### src/rtl/alu_accum_seq.sv
// WIDTH-bit ALU whose B operand is the low half of a 2*WIDTH accumulator.
// Single-cycle ops plus a WIDTH-cycle shift-add multiply behind a valid/ready request port.
module alu_accum_seq #(
  parameter int WIDTH = 4
) (
  input  logic                 clock,
  input  logic                 reset_n,
  input  logic                 in_valid,
  output logic                 in_ready,
  input  logic [WIDTH-1:0]     a,
  input  logic [2:0]           func,
  input  logic                 acc_clr,
  output logic                 out_valid,
  output logic [2*WIDTH-1:0]   result,
  output logic                 zero,
  output logic                 carry,
  output logic                 state_dbg
);

  // Handshake: a request is accepted on a rising edge where in_valid and in_ready
  // are both high; in_ready never depends on in_valid, and requests seen while
  // in_ready is low are dropped rather than queued.

  localparam int RW = 2 * WIDTH;
  localparam int CW = $clog2(WIDTH + 1);
  localparam logic [WIDTH-1:0] W_LIM   = WIDTH[WIDTH-1:0];
  localparam logic [CW-1:0]    CNT_END = CW'(WIDTH - 1);

  typedef enum logic {IDLE = 1'b0, MUL = 1'b1} state_t;

  state_t          state_q, state_d;
  logic [RW-1:0]   result_q, result_d;
  logic            zero_q, zero_d;
  logic            carry_q, carry_d;
  logic            out_valid_q, out_valid_d;
  logic [RW-1:0]   mcand_q, mcand_d;
  logic [WIDTH-1:0] mplier_q, mplier_d;
  logic [RW-1:0]   prod_q, prod_d;
  logic [CW-1:0]   count_q, count_d;

  logic [WIDTH-1:0] op_b;
  logic [WIDTH:0]   sum_ext;
  logic [WIDTH-1:0] narrow;
  logic [RW-1:0]    alu_res;
  logic             alu_carry;
  logic [RW-1:0]    prod_step;
  logic             accept;

  assign op_b      = result_q[WIDTH-1:0];
  assign in_ready  = reset_n & (state_q == IDLE) & ~acc_clr;
  assign accept    = in_valid & in_ready;
  assign out_valid = out_valid_q;
  assign result    = result_q;
  assign zero      = zero_q;
  assign carry     = carry_q;
  assign state_dbg = state_q;

  always_comb begin
    sum_ext   = '0;
    narrow    = '0;
    alu_res   = '0;
    alu_carry = 1'b0;
    case (func)
      3'b000: begin
        sum_ext   = {1'b0, a} + {{WIDTH{1'b0}}, 1'b1};
        alu_res   = {{WIDTH{1'b0}}, sum_ext[WIDTH-1:0]};
        alu_carry = sum_ext[WIDTH];
      end
      3'b001: begin
        sum_ext   = {1'b0, a} + {1'b0, op_b};
        alu_res   = {{WIDTH{1'b0}}, sum_ext[WIDTH-1:0]};
        alu_carry = sum_ext[WIDTH];
      end
      3'b010: begin
        sum_ext   = {1'b0, a} - {1'b0, op_b};
        alu_res   = {{WIDTH{1'b0}}, sum_ext[WIDTH-1:0]};
        alu_carry = (a < op_b);
      end
      3'b011: alu_res = {a ^ op_b, a | op_b};
      3'b100: alu_res = {{(RW-1){1'b0}}, |{a, op_b}};
      3'b101: begin
        // shift distances of WIDTH or more flush the operand entirely
        narrow  = (a >= W_LIM) ? '0 : (op_b << a);
        alu_res = {{WIDTH{1'b0}}, narrow};
      end
      3'b110: begin
        narrow  = (a >= W_LIM) ? '0 : (op_b >> a);
        alu_res = {{WIDTH{1'b0}}, narrow};
      end
      default: alu_res = '0;
    endcase
  end

  assign prod_step = prod_q + (mplier_q[0] ? (mcand_q << count_q) : '0);

  always_comb begin
    state_d     = state_q;
    result_d    = result_q;
    zero_d      = zero_q;
    carry_d     = carry_q;
    out_valid_d = 1'b0;
    mcand_d     = mcand_q;
    mplier_d    = mplier_q;
    prod_d      = prod_q;
    count_d     = count_q;
    case (state_q)
      IDLE: begin
        if (acc_clr) begin
          result_d = '0;
          zero_d   = 1'b1;
          carry_d  = 1'b0;
        end else if (accept) begin
          if (func == 3'b111) begin
            mcand_d  = {{WIDTH{1'b0}}, a};
            mplier_d = op_b;
            prod_d   = '0;
            count_d  = '0;
            state_d  = MUL;
          end else begin
            result_d    = alu_res;
            zero_d      = (alu_res == '0);
            carry_d     = alu_carry;
            out_valid_d = 1'b1;
          end
        end
      end
      MUL: begin
        if (acc_clr) begin
          result_d = '0;
          zero_d   = 1'b1;
          carry_d  = 1'b0;
          state_d  = IDLE;
        end else begin
          prod_d   = prod_step;
          mplier_d = mplier_q >> 1;
          count_d  = count_q + 1'b1;
          if (count_q == CNT_END) begin
            result_d    = prod_step;
            zero_d      = (prod_step == '0);
            carry_d     = 1'b0;
            out_valid_d = 1'b1;
            state_d     = IDLE;
          end
        end
      end
      default: state_d = IDLE;
    endcase
  end

  always_ff @(posedge clock or negedge reset_n) begin
    if (!reset_n) begin
      state_q     <= IDLE;
      result_q    <= '0;
      zero_q      <= 1'b1;
      carry_q     <= 1'b0;
      out_valid_q <= 1'b0;
      mcand_q     <= '0;
      mplier_q    <= '0;
      prod_q      <= '0;
      count_q     <= '0;
    end else begin
      state_q     <= state_d;
      result_q    <= result_d;
      zero_q      <= zero_d;
      carry_q     <= carry_d;
      out_valid_q <= out_valid_d;
      mcand_q     <= mcand_d;
      mplier_q    <= mplier_d;
      prod_q      <= prod_d;
      count_q     <= count_d;
    end
  end

endmodule

### config.mk
export PLATFORM = sky130hd
export DESIGN_NAME = alu_accum_seq
export DESIGN_NICKNAME = d
export VERILOG_FILES = /design/src/rtl/alu_accum_seq.sv
export SDC_FILE = /design/constraint.sdc
export NUM_CORES = 1
export LEC_CHECK = 0
export CORE_MARGIN = 2
export CORE_UTILIZATION = 50
export CTS_CLUSTER_SIZE = 24
export DETAILED_ROUTE_END_ITERATION = 10
export PLACE_DENSITY = 0.8
export SKIP_LAST_GASP = 1
export SYNTH_ARGS = -nofsm -noshare
export SYNTH_HDL_FRONTEND = slang
export SYNTH_SLANG_ARGS = --single-unit
### constraint.sdc
create_clock -name clock -period 3.4 [get_ports clock]
set_clock_uncertainty 0.1 [all_clocks]
set_input_delay 0.68 -clock clock [delete_from_list [all_inputs] [get_ports clock]]
set_output_delay 0.68 -clock clock [all_outputs]
set_load 0.005 [all_outputs]
==> out/metrics.yaml <==
routing:
  detail_route.iter0.violations: 189
  route.detailed.wl_per_inst_um: 16.9
  drcViolationCount: 0
  num_vias: 2438
  wirelength_um: 6860
  drt.antenna.violating_nets: 0
  drt-vias-per-instance: 6.02
  detailedRoute.firstPassIterationCount: 5
synthesis:
  netlist_area_um2: 2700
  synthesized_netlist_net_count: 337
  synth.lib_cells_used.distinct: 73
  postSynthRegisterBits: 31
  synth_seq_area_share_pct: 28.8
  postSynth.topFlopCell: "dfrtp_1"
  postSynthCellCount: 299
  synth-edff-count: 0
  avgSynthCellArea_um2: 9.03
  yosysWarnings: 0
  async_flop_share_pct: 100
sta:
  totalNegativeSetupSlack_ns: 0
  setup_viol_count_final: 0
  min_cycle_time_layout_ns: 3.15
  fin_crit_sh_pct: 92.7
  report.final.hold_viol_count: 0
  fmax_mhz: 317
  worst_hold_margin_ns: 0.384
  rsz0062_at_grt: "no"
  pins_over_slew_limit: 0
  slew-limit-headroom_pct: 32.3
  max_slew.worst_pin.slew_ns: 1.01
critical_path:
  setup.worst_path.end_class: "flop"
  rr_startpoint: "count_q[0]"
  critPathMaxFanout: 5
  depth_of_the_worst_register_to_register_path: 9
  worst-endpoint-arrival_ns: 3.27
  timing.setup.critical_path_class: "in2reg"
  required_ns: 3.52
  r2r_slack_ns: 0.26
  worst_r2r_endpoint: "zero"
  setup.worst_path.start_class: "input port"
cells_and_area:
  multi_input_area_um2: 1780
  layout.filler_cells: 442
  layout.cells.most_common_list: "dfrtp_1, nand2_1, ha_1"
  diodes: 0
  layoutNonFillerInstCount: 405
  area_delta_synth_final_pct: 17.4
  layout_cells_sized_above_1_pct: 14.9
  seq_area_um2: 778
  mostFrequentLayoutCell: "dfrtp_1"
  layout.nets: 372
floorplanning:
  die_y_um: 77.5
  initial_core_util_pct: 52.2
  floorplan.die_area_um2: 6000
  std_cell_rows: 26
  fp.dieW_um: 77.5
  ioPinCount: 24
  fp.coreArea_um2: 5170
cts:
  cts_hold_buf: 0
  cts_made_buffers: 5
  cts_setup_buffers: 0
  cts_htree_levels: 2
  clkTransAtPathRegs_ns: 0.07
  post_cts.resized_instances: 0
  cts_root_buffer: "clkbuf_8"
  cts_max_path_buffers: 2
  clkLatencyLatePin_ns: 0.28
  tritoncts_clock_tree: "yes"
  clock-sinks: 31
placed_design:
  placement.io_buffers: 23
  post-dp-hpwl_um: 5330
  finalWeightedCongestion: 0.954
  numPlacedInstances: 397
min_path:
  hold_path_class: "reg2reg"
  holdPathEnd: "result[4]"
  hold_path_origin: "result[4]"
  holdPathStages: 2
status:
  outcome: "finished clean"
grt:
  grt_start_max_net_pins: 31
  gr-total-overflow: 0
  grt_antenna_before_repair: 0
  first_pass_grt_wire_length_um: 11600
  first_global_vias: 2280
  grt.total_usage_pct: 24.2
power:
  power.density_cell_area_nw_per_um2: 351
  ir_worst_vdd_uv: 239
  cellLeakagePower_nw: 1.38
  power_mw: 1.11
run:
  drv_cap: 0
[synthesized netlist by cell type (all sizes together) (3+ instances only)]
master | count | area (µm²)
and2 | 3 | 20.0
mux2i | 11 | 110
nand3 | 6 | 30.0
a32o | 3 | 31.3
a21o | 4 | 30.0
a2111oi | 3 | 26.3
nor4 | 4 | 25.0
nand2b | 5 | 31.3
xnor2 | 4 | 35.0
buf | 11 | 63.8
o211ai | 4 | 30.0
mux2 | 5 | 60.1
nor2b | 6 | 37.5
a21oi | 14 | 70.1
o21ai | 16 | 80.1
nor3b | 5 | 37.5
nand3b | 3 | 22.5
dfrtp | 30 | 751
a22o | 5 | 45.0
clkbuf | 6 | 36.3
nor3 | 8 | 40.0
ha | 24 | 300
a211oi | 7 | 57.6
inv | 12 | 45.0
nand2 | 27 | 101
fa | 3 | 60.1
nor2 | 23 | 93.8
o311ai | 5 | 43.8
xor2 | 4 | 35.0
[per-stage QoR]
step,utilization (%),cell area (µm²),setup slack [ns]
2_1_floorplan,-,2700,0.592
3_3_place_gp,59.6,3080,0.0919
3_5_place_dp,59.6,3080,0.00431
4_1_cts,61.2,3160,0.174
5_1_grt,61.2,3170,0.0978
6_report,61.2,3170,0.250
[power by group]
group	internal, mW	total, mW	switching, mW
clock network	0.143	0.277	0.134
registers	0.410	0.472	0.0619
logic	0.172	0.362	0.190
total	0.726	1.11	0.386
[sequential cells by signal (all words and copies together) (netlist names)]
signal     count
count_q        3
out_valid      1
mcand_q        4
result         8
state_dbg      1
mplier_q       4
zero           1
carry          1
prod_q         8
[critical path, stage by stage]
cell and delay, ns:
clkdlybuf4s50_1 0.55, inv_1 0.08, ha_1 0.23, fa_1 0.49, a2111oi_0 0.09, a2111oi_0 0.41
buf_4 0.19, nand4_1 0.09, o31ai_1 0.25, a32o_2 0.21
[per-layer routing]
layer,global-route usage (%),up-vias,part of all wire [%]
li1,-,1180,-
met4,3.93,0,0.45
met2,38.3,86,47
met3,4.07,4,5.6
met5,0,-,0
met1,35.1,1168,47
[logic make-up after synthesis]
| family | Yosys count | synth area share, % |
|---|---|---|
| AND/OR/NAND/NOR | 104 | 20.5 |
| AO/OA/AOI/OAI | 83 | 22.3 |
| buffers and inverters | 29 | 5.38 |
| XOR/XNOR | 9 | 3.43 |
| flip-flops | 31 | 28.8 |
| multiplexers | 16 | 6.30 |
| adder cells (fa/ha/maj) | 27 | 13.4 |
[worst max-delay path by stage]
| stage | from | end | slack, ns | cells past startpoint |
|---|---|---|---|---|
| 3_5_place_dp | a[0] | zero | 0.004 | 10 |
| 2_1_floorplan | a[0] | zero | 0.59 | 9 |
| 5_1_grt | count_q[0] | zero | 0.1 | 11 |
| 3_3_place_gp | a[0] | zero | 0.09 | 10 |
| 6_report | a[0] | zero | 0.25 | 10 |
| 4_1_cts | count_q[0] | zero | 0.17 | 9 |
[layout make-up]
class,instances,share of cell area (%)
multi-input combinational,239,56.2
clock inverter,1,0.158
clock buffer,7,2.41
sequential,31,24.6
tap,70,2.76
inverter,12,1.42
timing repair buffer,45,12.5
Note: power is estimated with default switching activity, not from simulation.
